File: src/rtl/inst_fetch_queue_if.sv
// Fetch-queue bus: instruction-memory read port, EX redirect and the decode handshake.
// The master side is the fetch queue; the slave side is memory, EX and decode.
interface inst_fetch_queue_if #(
    parameter int DEPTH  = 4,
    parameter int ADDR_W = 14
);
    localparam int CNT_W = $clog2(DEPTH + 1);

    logic              im_req;
    logic [ADDR_W-1:0] im_addr;
    logic [31:0]       im_rdata;
    logic              redirect;
    logic [31:0]       redirect_pc;
    logic              d_valid;
    logic              d_ready;
    logic [31:0]       d_inst;
    logic [31:0]       d_pc;
    logic [CNT_W-1:0]  count;

    modport master (
        output im_req, im_addr, d_valid, d_inst, d_pc, count,
        input  im_rdata, redirect, redirect_pc, d_ready
    );

    modport slave (
        input  im_req, im_addr, d_valid, d_inst, d_pc, count,
        output im_rdata, redirect, redirect_pc, d_ready
    );
endinterface

File: src/rtl/inst_fetch_queue.sv
// Instruction prefetch queue: owns the fetch PC, reads IM one word per cycle and buffers
// {pc, inst} pairs for decode so a decode stall never re-reads IM; EX redirects flush everything.
module inst_fetch_queue #(
    parameter int          DEPTH    = 4,
    parameter int          ADDR_W   = 14,
    parameter logic [31:0] RESET_PC = 32'h0
) (
    input logic                 clk,
    input logic                 rst,
    inst_fetch_queue_if.master  bus
);
    localparam int PTR_W = $clog2(DEPTH);
    localparam int CNT_W = $clog2(DEPTH + 1);

    typedef logic [PTR_W-1:0] ptr_t;

    typedef struct packed {
        logic [31:0] pc;
        logic [31:0] inst;
    } entry_t;

    logic [31:0]      fetch_pc;
    logic [31:0]      req_pc;
    logic             inflight;
    ptr_t             rd_ptr;
    ptr_t             wr_ptr;
    logic [CNT_W-1:0] count;
    entry_t           entries [DEPTH];

    logic             issue;
    logic             push;
    logic             pop;
    logic             head_valid;
    logic [CNT_W:0]   occupancy;
    entry_t           head;

    // Reserving a slot for the in-flight word is what lets a push never land on a full queue.
    always_comb begin
        occupancy  = {1'b0, count} + {{CNT_W{1'b0}}, inflight};
        head_valid = (count != '0);
        issue      = rst & ~bus.redirect & (occupancy < (CNT_W + 1)'(DEPTH));
        push       = inflight & ~bus.redirect;
        pop        = head_valid & bus.d_ready & ~bus.redirect;
        head       = entries[rd_ptr];
    end

    // NOTE: state registers use non-blocking assignments so every flop samples pre-edge values.
    always_ff @(posedge clk or negedge rst) begin
        if (!rst) begin
            fetch_pc <= RESET_PC;
            req_pc   <= '0;
            inflight <= 1'b0;
            rd_ptr   <= '0;
            wr_ptr   <= '0;
            count    <= '0;
        end else if (bus.redirect) begin
            fetch_pc <= {bus.redirect_pc[31:2], 2'b00};
            inflight <= 1'b0;
            rd_ptr   <= '0;
            wr_ptr   <= '0;
            count    <= '0;
        end else begin
            if (issue) begin
                fetch_pc <= fetch_pc + 32'd4;
                req_pc   <= fetch_pc;
            end
            inflight <= issue;
            if (push) wr_ptr <= wr_ptr + 1'b1;
            if (pop)  rd_ptr <= rd_ptr + 1'b1;
            count <= count + CNT_W'(push) - CNT_W'(pop);
        end
    end

    // NOTE: the entry storage has no reset; count gates every read, so stale contents are never seen.
    always_ff @(posedge clk) begin
        if (push) entries[wr_ptr] <= '{pc: req_pc, inst: bus.im_rdata};
    end

    assign bus.im_req  = issue;
    assign bus.im_addr = fetch_pc[ADDR_W+1:2];
    assign bus.d_valid = head_valid;
    assign bus.d_inst  = head_valid ? head.inst : 32'h0;
    assign bus.d_pc    = head_valid ? head.pc   : 32'h0;
    assign bus.count   = count;
endmodule

File: src/flat_wrapper.sv
// flat-port wrapper written by rule: the top's interface ports become plain ports
module inst_fetch_queue_flat 
#(
    parameter int          DEPTH    = 4,
    parameter int          ADDR_W   = 14,
    parameter logic [31:0] RESET_PC = 32'h0
)
  (clk, rst, bus_im_req, bus_im_addr, bus_d_valid, bus_d_inst, bus_d_pc, bus_count, bus_im_rdata, bus_redirect, bus_redirect_pc, bus_d_ready);
  inst_fetch_queue_if #(.DEPTH(DEPTH), .ADDR_W(ADDR_W)) bus_i ();
  input logic clk;
  input logic rst;
  output wire logic [$bits(bus_i.im_req)-1:0] bus_im_req;
  output wire logic [$bits(bus_i.im_addr)-1:0] bus_im_addr;
  output wire logic [$bits(bus_i.d_valid)-1:0] bus_d_valid;
  output wire logic [$bits(bus_i.d_inst)-1:0] bus_d_inst;
  output wire logic [$bits(bus_i.d_pc)-1:0] bus_d_pc;
  output wire logic [$bits(bus_i.count)-1:0] bus_count;
  input wire logic [$bits(bus_i.im_rdata)-1:0] bus_im_rdata;
  input wire logic [$bits(bus_i.redirect)-1:0] bus_redirect;
  input wire logic [$bits(bus_i.redirect_pc)-1:0] bus_redirect_pc;
  input wire logic [$bits(bus_i.d_ready)-1:0] bus_d_ready;
  assign bus_im_req = bus_i.im_req;
  assign bus_im_addr = bus_i.im_addr;
  assign bus_d_valid = bus_i.d_valid;
  assign bus_d_inst = bus_i.d_inst;
  assign bus_d_pc = bus_i.d_pc;
  assign bus_count = bus_i.count;
  assign bus_i.im_rdata = bus_im_rdata;
  assign bus_i.redirect = bus_redirect;
  assign bus_i.redirect_pc = bus_redirect_pc;
  assign bus_i.d_ready = bus_d_ready;
  inst_fetch_queue #(.DEPTH(DEPTH), .ADDR_W(ADDR_W), .RESET_PC(RESET_PC)) u_core (.clk(clk), .rst(rst), .bus(bus_i));
endmodule
File: config.mk
export PLATFORM = sky130hd
export DESIGN_NAME = inst_fetch_queue_flat
export DESIGN_NICKNAME = d
export VERILOG_FILES = /design/src/rtl/inst_fetch_queue_if.sv /design/src/rtl/inst_fetch_queue.sv /design/src/flat_wrapper.sv
export SDC_FILE = /design/constraint.sdc
export NUM_CORES = 1
export LEC_CHECK = 0
export CAP_MARGIN = 20
export CORE_UTILIZATION = 50
export DETAILED_ROUTE_END_ITERATION = 8
export PLACE_DENSITY_LB_ADDON = 0.2
export SLEW_MARGIN = 20
export SYNTH_ARGS = -nofsm -noshare
export SYNTH_HDL_FRONTEND = slang
export SYNTH_SLANG_ARGS = --single-unit
export TNS_END_PERCENT = 10
File: constraint.sdc
create_clock -name clk -period 4 [get_ports clk]
set_clock_uncertainty 0.1 [all_clocks]
set_input_delay 1 -clock clk [delete_from_list [all_inputs] [get_ports clk]]
set_output_delay 1 -clock clk [all_outputs]
set_load 0.03 [all_outputs]
* Word level (Yosys, flattened, before mapping)
Memory sizes are Yosys's and may differ from the RTL's.
Cells that the tools add are included.
** Word-level totals
- Register bits :: 72
- Bits in writable memories :: 256
- Bits of input ports :: 68
- Output and inout port bits :: 83
- Word-level logic and storage cells :: 37
- Memories kept :: 1
** Cells by class
- Add/subtract/negate cells :: 6
- $lt $le $gt $ge :: 1
- Muxes and demuxes :: 12
- Bitwise logic cells :: 6
- Reductions and logical operators :: 5
** Memory list
- u_core.entries :: depth 4, bits a word 64, read ports 1, clocked after memory_dff 0, write ports 1, line inst_fetch_queue.sv:28 : entry_t entries [DEPTH];
** Operator list (number)
- 2-to-1 mux 32 bit :: 4
- adder 32 x 3 -> 32 bit, second input constant :: 1
- 2-to-1 mux 2 bit :: 4
- nonzero test 2 bit :: 3
- bitwise AND 1 bit :: 5
- adder 2 x 1 -> 2 bit, second input constant :: 2
- adder 3 x 1 -> 4 bit :: 1
- less-than comparator 4 x 3 -> 1 bit, second input constant :: 1
- adder 3 x 1 -> 3 bit :: 1
- 2-to-1 mux 1 bit :: 3
- 2-to-1 mux 3 bit :: 1
- nonzero test 3 bit :: 1
- subtractor 3 x 1 -> 3 bit :: 1
- AND reduction 2 bit :: 1
- NOT 1 bit :: 1

* Logic depth before layout (Yosys ltp)
Gate-level depths: netlist (run 1).
- Word-level depth :: 5
- Gate-level depth with buffers :: 11
- Depth with buffers taken out :: 10

* Worst setup path before layout (run 1)
No wires, ideal clock.
- Path type :: input -> register
- Start :: input port bus_redirect
- End :: memory u_core.entries[0][0] (netlist bit), enable pin
- Arrival time :: 2.877 ns
- Path slack :: 0.596 ns
- Stages :: 3
- Path buffers :: 1
- Cell sequence :: clkbuf_1 > nor2b_1 > and2_1
** Between the ends
- Cells in the longest elaborated chain, start to end :: 4
** Ends and longest elaborated chain
- from (decl) :: line flat_wrapper.sv:19 : input wire logic [$bits(bus_i.redirect)-1:0] bus_redirect;
- NOT 1 bit (no line)
- bitwise AND 1 bit :: line inst_fetch_queue.sv:42 : push = inflight & ~bus.redirect;
- 2-to-1 mux 1 bit :: line inst_fetch_queue.sv:76 : if (push) entries[wr_ptr] <= '{pc: req_pc, inst: bus.im_rdata};
- 2-to-1 mux 1 bit (not written as such) :: line inst_fetch_queue.sv:76
- to (decl) :: line inst_fetch_queue.sv:28
Every way passes these cells.

* Worst setup path in the final report (run 1)
- Start :: register u_core.rd_ptr[1]
- End :: output port bus_d_inst[18]
** Between the ends
- Cells in the longest elaborated chain, start to end :: 2
** Ends and longest elaborated chain
- from (decl) :: line inst_fetch_queue.sv:25 : ptr_t rd_ptr;
- from (signal assigned) :: line inst_fetch_queue.sv:69 : if (pop) rd_ptr <= rd_ptr + 1'b1;
- memory (4 x 64 bit)
- 2-to-1 mux 32 bit :: line inst_fetch_queue.sv:82 : assign bus.d_inst = head_valid ? head.inst : 32'h0;
- to (decl) :: line flat_wrapper.sv:15 : output wire logic [$bits(bus_i.d_inst)-1:0] bus_d_inst;
Every way passes these cells.

==> run_results.csv, run 1 <==
group,metric,value,unit
run_status,status,"finished clean",
logic_synthesis,synth_compound_area_share,3.43,%
routing,wl,27200,um
clock_tree,cts_buffers,34,
clock_tree,cts_setup_buffers,0,
timing,tightest_slew,0.930,ns
power,power_density,655,mW/mm^2
worst_setup_path,crit_path_end_kind,"output port",
grt,grt_max_degree,69,
clock_tree,clockRootBuffer,"clkbuf_16",
layout,antenna_cells,0,
grt,grt_pass1_vias,7638,
routing,vias,7408,
worst_setup_path,timing.rr.start,"u_core.bus.count[0]",
timing,setup_viol,0,
die,core.rowCount,58,
worst_setup_path,cp-start-kind,"flip-flop",
worst_setup_path,worst_path_max_delay_cell,"dfrtp_2",
die,start_util,51.6,%
clock_tree,ctsResizeCount,0,
die,fp.dieW,164,um
power,netSwitchingFraction,30.9,%
power,total_power,10.5,mW
logic_synthesis,ys_seq_elements,316,
logic_synthesis,yosys-mux-area-fraction,13.3,%
clock_tree,clkTransAtPathRegs,0.06,ns
clock_tree,cts.sink_count,316,
logic_synthesis,ys_seq_area_share,69.6,%
layout,final_nets,990,
timing,tns,0,ns
layout,drive_above_1_share,20.4,%
min_path,hp-class,"flip-flop to flip-flop",
worst_setup_path,startpoint,"u_core.rd_ptr[1]",
timing,fin_crit,3.81,ns
layout,layout.filler_cells,1803,
logic_synthesis,yosys.area_share.xor_xnor,0.333,%
clock_tree,holdBufCountCts,0,
logic_synthesis,synthAdderAreaFrac,0.914,%
clock_tree,cts_max_path_buffers,3,
logic_synthesis,yosysWarnings,0,
routing,topRoutingLayerUsed,"met4",
logic_synthesis,synthArstFlopShare,21.5,%
logic_synthesis,syn-instance-count,765,
power,p_int,7.27,mW
layout,area_growth_syn_to_layout,22.3,%
layout,most-common-layout-cells,"edfxtp_1 (248), clkdlybuf4s50_1 (144), dfrtp_1 (66)",
die,core,0.0255,mm^2
timing,slew_violations,0,
power,seqPwrFrac,40.3,%
run,cap_violations,0,
routing,drt-met1-wl,11300,um
clock_tree,cts_tree,"built",
logic_synthesis,ys_types,51,
worst_setup_path,max_stage_delay,0.65,ns
routing,wl_met2,13900,um
grt,grt_pass1_wl,42600,um
clock_tree,clock_latency,0.50,ns
timing,rsz0062_at_grt,"false",
die,dieHeight,164,um
worst_setup_path,path_class,"flip-flop to output port",
routing,ant_nets,0,
power,p_clk_share,28.3,%
worst_setup_path,r2r_end,"u_core.bus.count[2]",
power,switchingPower,3.25,mW
power,peakVddDrop,0.577,mV
placed_design,post-place-ws,0.597,ns
power,p_comb_share,31.4,%
timing,fin_crit_sh,95.4,%
routing,dr_wl_met3,1570,um
clock_tree,h-tree-depth,2,
worst_setup_path,crit_chain,"buf_4, mux4_2, and2_1, clkdlybuf4s50_1",
routing,drc,0,
timing,fin_ws,0.186,ns
timing,hold_viol,0,
worst_setup_path,reg2reg_slack,1.15,ns
routing,wl_per_cell,21.4,um
logic_synthesis,syn_area,0.0131,mm^2
routing,avgViaCountPerCell,5.84,
logic_synthesis,synth_flop_cell,"edfxtp_1",
die,dieArea,0.0269,mm^2
worst_setup_path,r2r_cells,11,
grt,overflow,0,
logic_synthesis,synth_edf_count,248,
placed_design,hpwl,16900,um
grt,grtUsageTotal,21.0,%
logic_synthesis,synth_top_family_by_area,"multiplexers",
logic_synthesis,synthSimpleGateAreaFrac,9.47,%
routing,first_pass_iters,5,
logic_synthesis,avgSynthCellArea,17.2,um^2
worst_setup_path,crit_required,2.90,ns
layout,layout_commonest_cell,"edfxtp_1",
timing,relSlewSlack,38.0,%
worst_setup_path,worst_ep_arrival_time,2.71,ns
worst_setup_path,cp-endpoint,"bus_d_inst[18]",
timing,max_freq,0.262,GHz
grt,grt_antenna_before_repair,0,
power,cellLeakagePower,5.37,nW
placed_design,gp_congestion,0.878,
worst_setup_path,critPathMaxFanout,22,
routing,drt_iter0_drc,537,
placed_design,portBuffers,146,
die,io_pins,151,
## kinds of logic (layout without fill, tap and decap cells)
logic type      after synthesis  in the layout
xor+xnor                      5              5
fa+ha+maj                     9              9
compound gates               59             59
flops                       316            316
other cells                   1              2
buf+inv                      71            243
mux                          94             94
simple gates                210            210
## layout make-up
type | count | area [um^2] | area share (%)
Multi-Input combinational cell | 379 | 3640 | 22.6
Timing Repair Buffer | 174 | 1760 | 11.0
Sequential cell | 316 | 9150 | 56.9
Tap cell | 330 | 413 | 2.57
Clock inverter | 12 | 88.8 | 0.553
Inverter | 8 | 30.0 | 0.187
Clock buffer | 49 | 988 | 6.15
## sequential cells by signal, indices dropped and copies added, names as in the netlist
register          cells
u_core.rd_ptr         2
u_core.inflight       1
u_core.req_pc        30
u_core.bus.count      3
u_core.fetch_pc      30
u_core.wr_ptr         2
u_core.entries      248
## cell usage after synthesis, types with 6 or more instances
cell	instances	share of area, %
o211ai_1	6	0.34
inv_1	8	0.23
nand3_1	15	0.57
nor2_1	32	0.91
and2_1	69	3.3
mux2_2	30	2.6
o31ai_1	11	0.63
nand2_1	19	0.54
edfxtp_1	248	57
mux4_2	62	11
buf_2	17	0.65
nor2b_1	9	0.43
nand4_1	15	0.71
or4_1	17	0.97
clkbuf_1	22	0.63
buf_4	17	0.97
o41ai_1	7	0.47
dfrtp_1	68	13
and3_1	8	0.38
ha_1	8	0.76
a31oi_1	16	0.76
## metrics by stage
stage / instances / utilization (%) / area [um^2] / hold slack, ns
6_report: 1268 / 63.1 / 16100 / 0.417
5_1_grt: 1268 / 63.1 / 16100 / 0.432
4_1_cts: 1263 / 63.0 / 16000 / 0.416
3_5_place_dp: 1202 / 58.7 / 15000 / 0.399
3_3_place_gp: 1202 / 58.7 / 15000 / 0.384
2_1_floorplan: 766 / - / 13200 / 0.372
## how the worst min path moves through the flow
stage / to / slack (ns) / from / cells after the start
after CTS: u_core.entries[1][45] / 0.42 / u_core.req_pc[13] / 0
after detailed placement: u_core.entries[1][45] / 0.40 / u_core.req_pc[13] / 0
after floorplan: u_core.entries[0][34] / 0.37 / u_core.req_pc[2] / 0
after global routing: u_core.entries[2][49] / 0.43 / u_core.req_pc[17] / 0
final: u_core.entries[1][37] / 0.42 / u_core.req_pc[5] / 0
after global placement: u_core.entries[0][46] / 0.38 / u_core.req_pc[14] / 0
## worst max-delay path: cells and delay by family (launching register included)
family / cells / cell delay [ns]
simple gates: 1 / 0.19
flops: 1 / 0.65
buf+inv: 2 / 1.00
mux: 1 / 0.36
## power by group through the flow
stage	Combinational (mW)	Sequential, mW	Clock (mW)
after detailed placement	3.30	4.33	0
after global placement	3.27	4.30	0
after floorplan	2.10	4.20	0
after CTS	3.31	4.27	3.05
after global routing	3.54	4.28	3.18
final	3.30	4.24	2.98
## layer usage
layer / GRT usage [%] / vias to the layer above
met3: 3.36 / 40
met2: 35.3 / 270
met4: 6.19 / 0
met5: 0 / -
met1: 28.3 / 3803
li1: - / 3295
No activity file was read; power rests on OpenSTA's default activity.
==> inputs of run 2 (changes only) <==
--- a/config.mk
+++ b/config.mk
@@ -13,4 +13,3 @@
 export SYNTH_ARGS = -nofsm -noshare
 export SYNTH_HDL_FRONTEND = slang
 export SYNTH_SLANG_ARGS = --single-unit
-export TNS_END_PERCENT = 10
==> constraint.sdc (replaced) <==
create_clock -name clk -period 4.45 [get_ports clk]
set_clock_uncertainty 0.1 [all_clocks]
set_input_delay 1.1125 -clock clk [delete_from_list [all_inputs] [get_ports clk]]
set_output_delay 1.1125 -clock clk [all_outputs]
set_load 0.03 [all_outputs]
==> run 2 against run 1 <==
  * Global-route usage shrank 0.16 points
  * Wire length grew 0.49%
  * Design area shrank 0.65%
  * Die area is the same
  * Hold slack lost 0.056 ns
  * First-iteration DRC count grew 20%
  * Largest cell class unchanged
==> run_results.csv, run 2 (same netlist as run 1, synthesis figures left out) <==
group,metric,value,unit
grt,grt_max_degree,66,
worst_setup_path,worst_ep_arrival_time,2.99,ns
routing,wl,27300,um
worst_setup_path,timing.rr.start,"u_core.bus.count[1]",
die,dieHeight,164,um
layout,layout_commonest_cell,"edfxtp_1",
timing,slew_violations,0,
placed_design,gp_congestion,0.865,
die,fp.dieW,164,um
routing,avgViaCountPerCell,5.90,
run_status,status,"finished clean",
layout,final_nets,981,
clock_tree,cts_buffers,34,
die,io_pins,151,
clock_tree,cts_max_path_buffers,3,
grt,grt_pass1_vias,7631,
clock_tree,cts.sink_count,316,
clock_tree,h-tree-depth,2,
die,start_util,51.6,%
power,power_density,585,mW/mm^2
clock_tree,clkTransAtPathRegs,0.06,ns
layout,area_growth_syn_to_layout,21.5,%
routing,dr_wl_met3,1770,um
worst_setup_path,critPathMaxFanout,31,
clock_tree,clockRootBuffer,"clkbuf_16",
layout,drive_above_1_share,19.5,%
clock_tree,clock_latency,0.51,ns
worst_setup_path,crit_required,3.24,ns
layout,multi_input_area,0.00364,mm^2
timing,fin_crit,4.21,ns
timing,hold_viol,0,
grt,grtUsageTotal,20.9,%
timing,tightest_slew,0.819,ns
timing,fin_crit_sh,94.5,%
min_path,hp-class,"input port to asynchronous set/reset pin",
worst_setup_path,crit_path_end_kind,"output port",
routing,wl_per_cell,21.6,um
timing,setup_viol,0,
layout,most-common-layout-cells,"edfxtp_1 (248), clkdlybuf4s50_1 (144), dfrtp_1 (66)",
clock_tree,holdBufCountCts,0,
clock_tree,cts_tree,"built",
routing,drc,0,
worst_setup_path,cp-start-kind,"flip-flop",
placed_design,hpwl,16500,um
routing,drt_iter0_drc,643,
timing,fin_hold_ws,0.361,ns
routing,first_pass_iters,5,
timing,rsz0062_at_grt,"false",
power,cellLeakagePower,5.29,nW
timing,tns,0,ns
layout,largest-register,"u_core.entries",
grt,overflow,0,
grt,grt_antenna_before_repair,0,
clock_tree,ctsResizeCount,0,
layout,top_regs,"u_core.entries x248, u_core.fetch_pc x30, u_core.req_pc x30",
timing,relSlewSlack,45.4,%
timing,max_freq,0.238,GHz
routing,topRoutingLayerUsed,"met4",
routing,wl_met2,13800,um
layout,seq_area,0.00915,mm^2
run,cap_violations,0,
placed_design,portBuffers,146,
worst_setup_path,startpoint,"u_core.rd_ptr[0]",
grt,grt_pass1_wl,42200,um
layout,layout.filler_cells,1849,
clock_tree,cts_setup_buffers,0,
worst_setup_path,reg2reg_slack,1.66,ns
power,peakVddDrop,0.334,mV
worst_setup_path,path_class,"flip-flop to output port",
routing,ant_nets,0,
die,dieArea,0.0269,mm^2
die,core,0.0255,mm^2
die,core.rowCount,58,
routing,vias,7444,
layout,largest_register_ffs,248,
routing,drt-met1-wl,11200,um
==> run 2: cell count changes in the layout (fill, tap and decap cells not counted) <==
cell / previous run / this run
clkbuf_1: 8 / 7
clkbuf_16: 35 / 34
buf_4: 21 / 14
buf_12: 8 / 6
clkinv_1: 3 / 6
clkinvlp_4: 0 / 3
clkinv_8: 0 / 1
or3_4: 0 / 1
diode_2: 0 / 1
bufinv_16: 1 / 2
or3_2: 1 / 0
clkbuf_8: 6 / 1
==> run 2: power breakdown <==
group	internal (mW)	total [mW]	leakage [nW]	switching (mW)
Sequential	3.55	3.85	3.03	0.300
Clock	1.55	2.64	0.512	1.09
Combinational	1.32	2.85	1.75	1.53
==> run 2: final timing paths <==
path / to / cells after the start
worst max-delay path: bus_d_inst[28] / 4
worst min-delay path: u_core.wr_ptr[0] / 1
worst max register to register: u_core.bus.count[2] / 10
worst min register to register: u_core.entries[3][39] / 0
max in group asynchronous: u_core.req_pc[8] / 2
min in group clk: u_core.entries[3][39] / 0
==> run 2: routing by layer <==
layer	up-vias	global-route usage, %
li1	3286	-
met1	3808	28.1
met2	304	35.0
met3	46	3.21
met4	0	6.44
met5	-	0
==> run 2: critical path, stage by stage, from the launching register on <==
cell,delay [ns]
dfrtp_4,0.89
buf_4,0.32
mux4_2,0.50
and2_1,0.18
clkdlybuf4s50_1,0.59
==> run 2: cell type report <==
cell class	instances	area share, %
sequential	316	57.3
multi-input combinational	379	22.8
timing repair buffer	165	10.5
clock buffer	42	5.58
tap	330	2.59
clock inverter	20	1.06
inverter	8	0.188
antenna	1	0.0157
==> run 2: stage by stage <==
stage / setup slack [ns] / power [mW] / instance area (um^2) / instances / utilization (%)
CTS: 0.161 / 9.45 / 16000 / 1260 / 62.7
finish: 0.244 / 9.34 / 16000 / 1261 / 62.7
global placement: 0.705 / 6.74 / 14900 / 1198 / 58.5
global route: 0.0572 / 9.76 / 16000 / 1260 / 62.7
detailed placement: 0.699 / 6.81 / 14900 / 1198 / 58.5
floorplan: 0.934 / 5.66 / 13200 / 766 / -
==> inputs of run 3 (changes only) <==
--- a/config.mk
+++ b/config.mk
@@ -8,8 +8,10 @@
 export CAP_MARGIN = 20
 export CORE_UTILIZATION = 50
 export DETAILED_ROUTE_END_ITERATION = 8
-export PLACE_DENSITY_LB_ADDON = 0.2
+export PLACE_DENSITY = 0.75
+export SKIP_CTS_REPAIR_TIMING = 1
 export SLEW_MARGIN = 20
 export SYNTH_ARGS = -nofsm -noshare
 export SYNTH_HDL_FRONTEND = slang
 export SYNTH_SLANG_ARGS = --single-unit
+export TNS_END_PERCENT = 30
==> run 3 against run 2 <==
  * Power rose by 0.17%
  * Highest routed layer is now met5
  * Non-clock buffer count fell by 4
  * Wire length rose by 0.11%
  * Register-to-register slack got worse by 0.30 ns
  * Critical endpoint is now bus_d_pc[9]
==> run_results.csv, run 3 (same netlist as run 1, synthesis figures left out) <==
group,metric,value,unit
routing,drc,0,
routing,wl,27300,um
grt,grt_max_degree,70,
run_status,status,"finished clean",
power,p_clk_share,28.1,%
power,p_comb_share,30.9,%
run,cap_violations,0,
layout,top_regs,"u_core.entries x248, u_core.fetch_pc x30, u_core.req_pc x30",
timing,rsz0062_at_grt,"false",
clock_tree,clkTransAtPathRegs,0.06,ns
power,power_density,587,mW/mm^2
layout,layout_commonest_cell,"edfxtp_1",
worst_setup_path,path_class,"flip-flop to output port",
worst_setup_path,cp-start-kind,"flip-flop",
power,peakVddDrop,0.406,mV
layout,multi_input_area,0.00363,mm^2
min_path,hold_start,"u_core.req_pc[8]",
layout,largest_register_ffs,248,
power,p_int,6.46,mW
clock_tree,cts_tree,"built",
routing,drt_iter0_drc,591,
timing,hold_viol,0,
worst_setup_path,crit_required,3.24,ns
placed_design,gp_congestion,0.847,
timing,slew_violations,0,
layout,most-common-layout-cells,"edfxtp_1 (248), clkdlybuf4s50_1 (144), dfrtp_1 (66)",
grt,grtUsageTotal,21.2,%
layout,largest-register,"u_core.entries",
grt,grt_antenna_before_repair,1,
worst_setup_path,worst_ep_arrival_time,2.93,ns
die,dieArea,0.0269,mm^2
timing,tns,0,ns
placed_design,hpwl,16700,um
die,core,0.0255,mm^2
die,core.rowCount,58,
worst_setup_path,timing.rr.start,"u_core.bus.count[0]",
worst_setup_path,r2r_cells,11,
grt,overflow,0,
clock_tree,cts.sink_count,316,
timing,tightest_slew,0.893,ns
min_path,hold_end,"u_core.entries[2][40]",
die,fp.dieW,164,um
layout,layout.filler_cells,1810,
layout,design_area,0.0159,mm^2
worst_setup_path,crit_path_end_kind,"output port",
clock_tree,h-tree-depth,1,
grt,grt_pass1_wl,42900,um
routing,first_pass_iters,5,
clock_tree,clock_latency,0.55,ns
min_path,hp-class,"flip-flop to flip-flop",
clock_tree,clockRootBuffer,"clkbuf_16",
layout,drive_above_1_share,19.0,%
clock_tree,cts_max_path_buffers,3,
power,seqPwrFrac,41.1,%
layout,antenna_cells,0,
die,start_util,51.6,%
timing,fin_crit_sh,93.2,%
layout,final_nets,974,
die,dieHeight,164,um
routing,ant_nets,0,
power,switchingPower,2.90,mW
routing,wl_per_cell,21.8,um
timing,max_freq,0.241,GHz
grt,grt_pass1_vias,7377,
worst_setup_path,r2r_end,"u_core.bus.count[2]",
power,cellLeakagePower,5.28,nW
placed_design,portBuffers,146,
worst_setup_path,critPathMaxFanout,29,
routing,avgViaCountPerCell,5.82,
timing,setup_viol,0,
min_path,holdPathStages,0,
timing,fin_crit,4.15,ns
timing,relSlewSlack,40.5,%
clock_tree,cts_buffers,31,
power,netSwitchingFraction,31.0,%
routing,vias,7283,
die,io_pins,151,
placed_design,dpl_cell_area,0.0149,mm^2
layout,seq_area,0.00915,mm^2
layout,area_growth_syn_to_layout,21.2,%
worst_setup_path,reg2reg_slack,1.36,ns
## run 3: changes by cell type in the layout (fill, tap and decap cells not counted), sizes merged
| cell | delta |
|---|---|
| bufinv | +2 |
| clkinv | -1 |
| buf | -4 |
| inv | -1 |
| clkbuf | -2 |
| diode | -1 |
| clkinvlp | -2 |
## run 3: power by group through the flow
stage	sequential, mW	combinational (mW)	clock, mW
2_1_floorplan	3.77	1.89	0
3_3_place_gp	3.88	2.90	0
3_5_place_dp	3.90	2.93	0
4_1_cts	3.84	2.95	2.68
5_1_grt	3.89	3.09	2.80
6_report	3.84	2.89	2.63
## run 3: area by class of cell
cell class | instances | share of cell area (%)
multi-input cells | 379 | 22.8
clock inverters | 18 | 1.18
repair buffers | 161 | 10.5
well taps | 330 | 2.59
flip-flops and latches | 316 | 57.4
inverters | 8 | 0.188
clock buffers | 40 | 5.33
## run 3: per-layer routing
layer / global-route usage [%] / wire length (um) / share of wire (%) / vias to the layer above
met3: 3.43 / 1430 / 5.2 / 46
met4: 5.09 / 524 / 1.9 / 2
met2: 36.0 / 13600 / 50 / 235
met5: 0 / 12 / 0.044 / -
met1: 28.8 / 11700 / 43 / 3721
li1: - / - / - / 3279
## run 3: through the flow
step	std cells	util [%]	worst slack, ns	total power [mW]	hold WS, ns
6_report	1252	62.6	0.305	9.35	0.417
5_1_grt	1252	62.6	0.160	9.78	0.445
4_1_cts	1252	62.6	0.219	9.47	0.417
3_5_place_dp	1194	58.5	0.827	6.83	0.404
3_3_place_gp	1194	58.5	0.844	6.78	0.389
2_1_floorplan	766	-	0.934	5.66	0.372
## run 3: how the worst max path moves through the flow
stage / start / endpoint / slack [ns] / cells after the start
floorplan: bus_redirect / u_core.entries[0][0] / 0.93 / 3
global placement: u_core.rd_ptr[0] / bus_d_pc[9] / 0.84 / 4
detailed placement: u_core.rd_ptr[0] / bus_d_pc[9] / 0.83 / 4
CTS: u_core.rd_ptr[0] / bus_d_pc[8] / 0.22 / 4
global route: u_core.rd_ptr[0] / bus_d_pc[7] / 0.16 / 4
finish: u_core.rd_ptr[0] / bus_d_pc[9] / 0.30 / 4
## run 3: worst max-delay path, stage by stage, from the launching register on
cell             delay [ns]
dfrtp_4                0.71
buf_12                 0.32
mux4_2                 0.54
and2_1                 0.17
clkdlybuf4s50_1        0.62
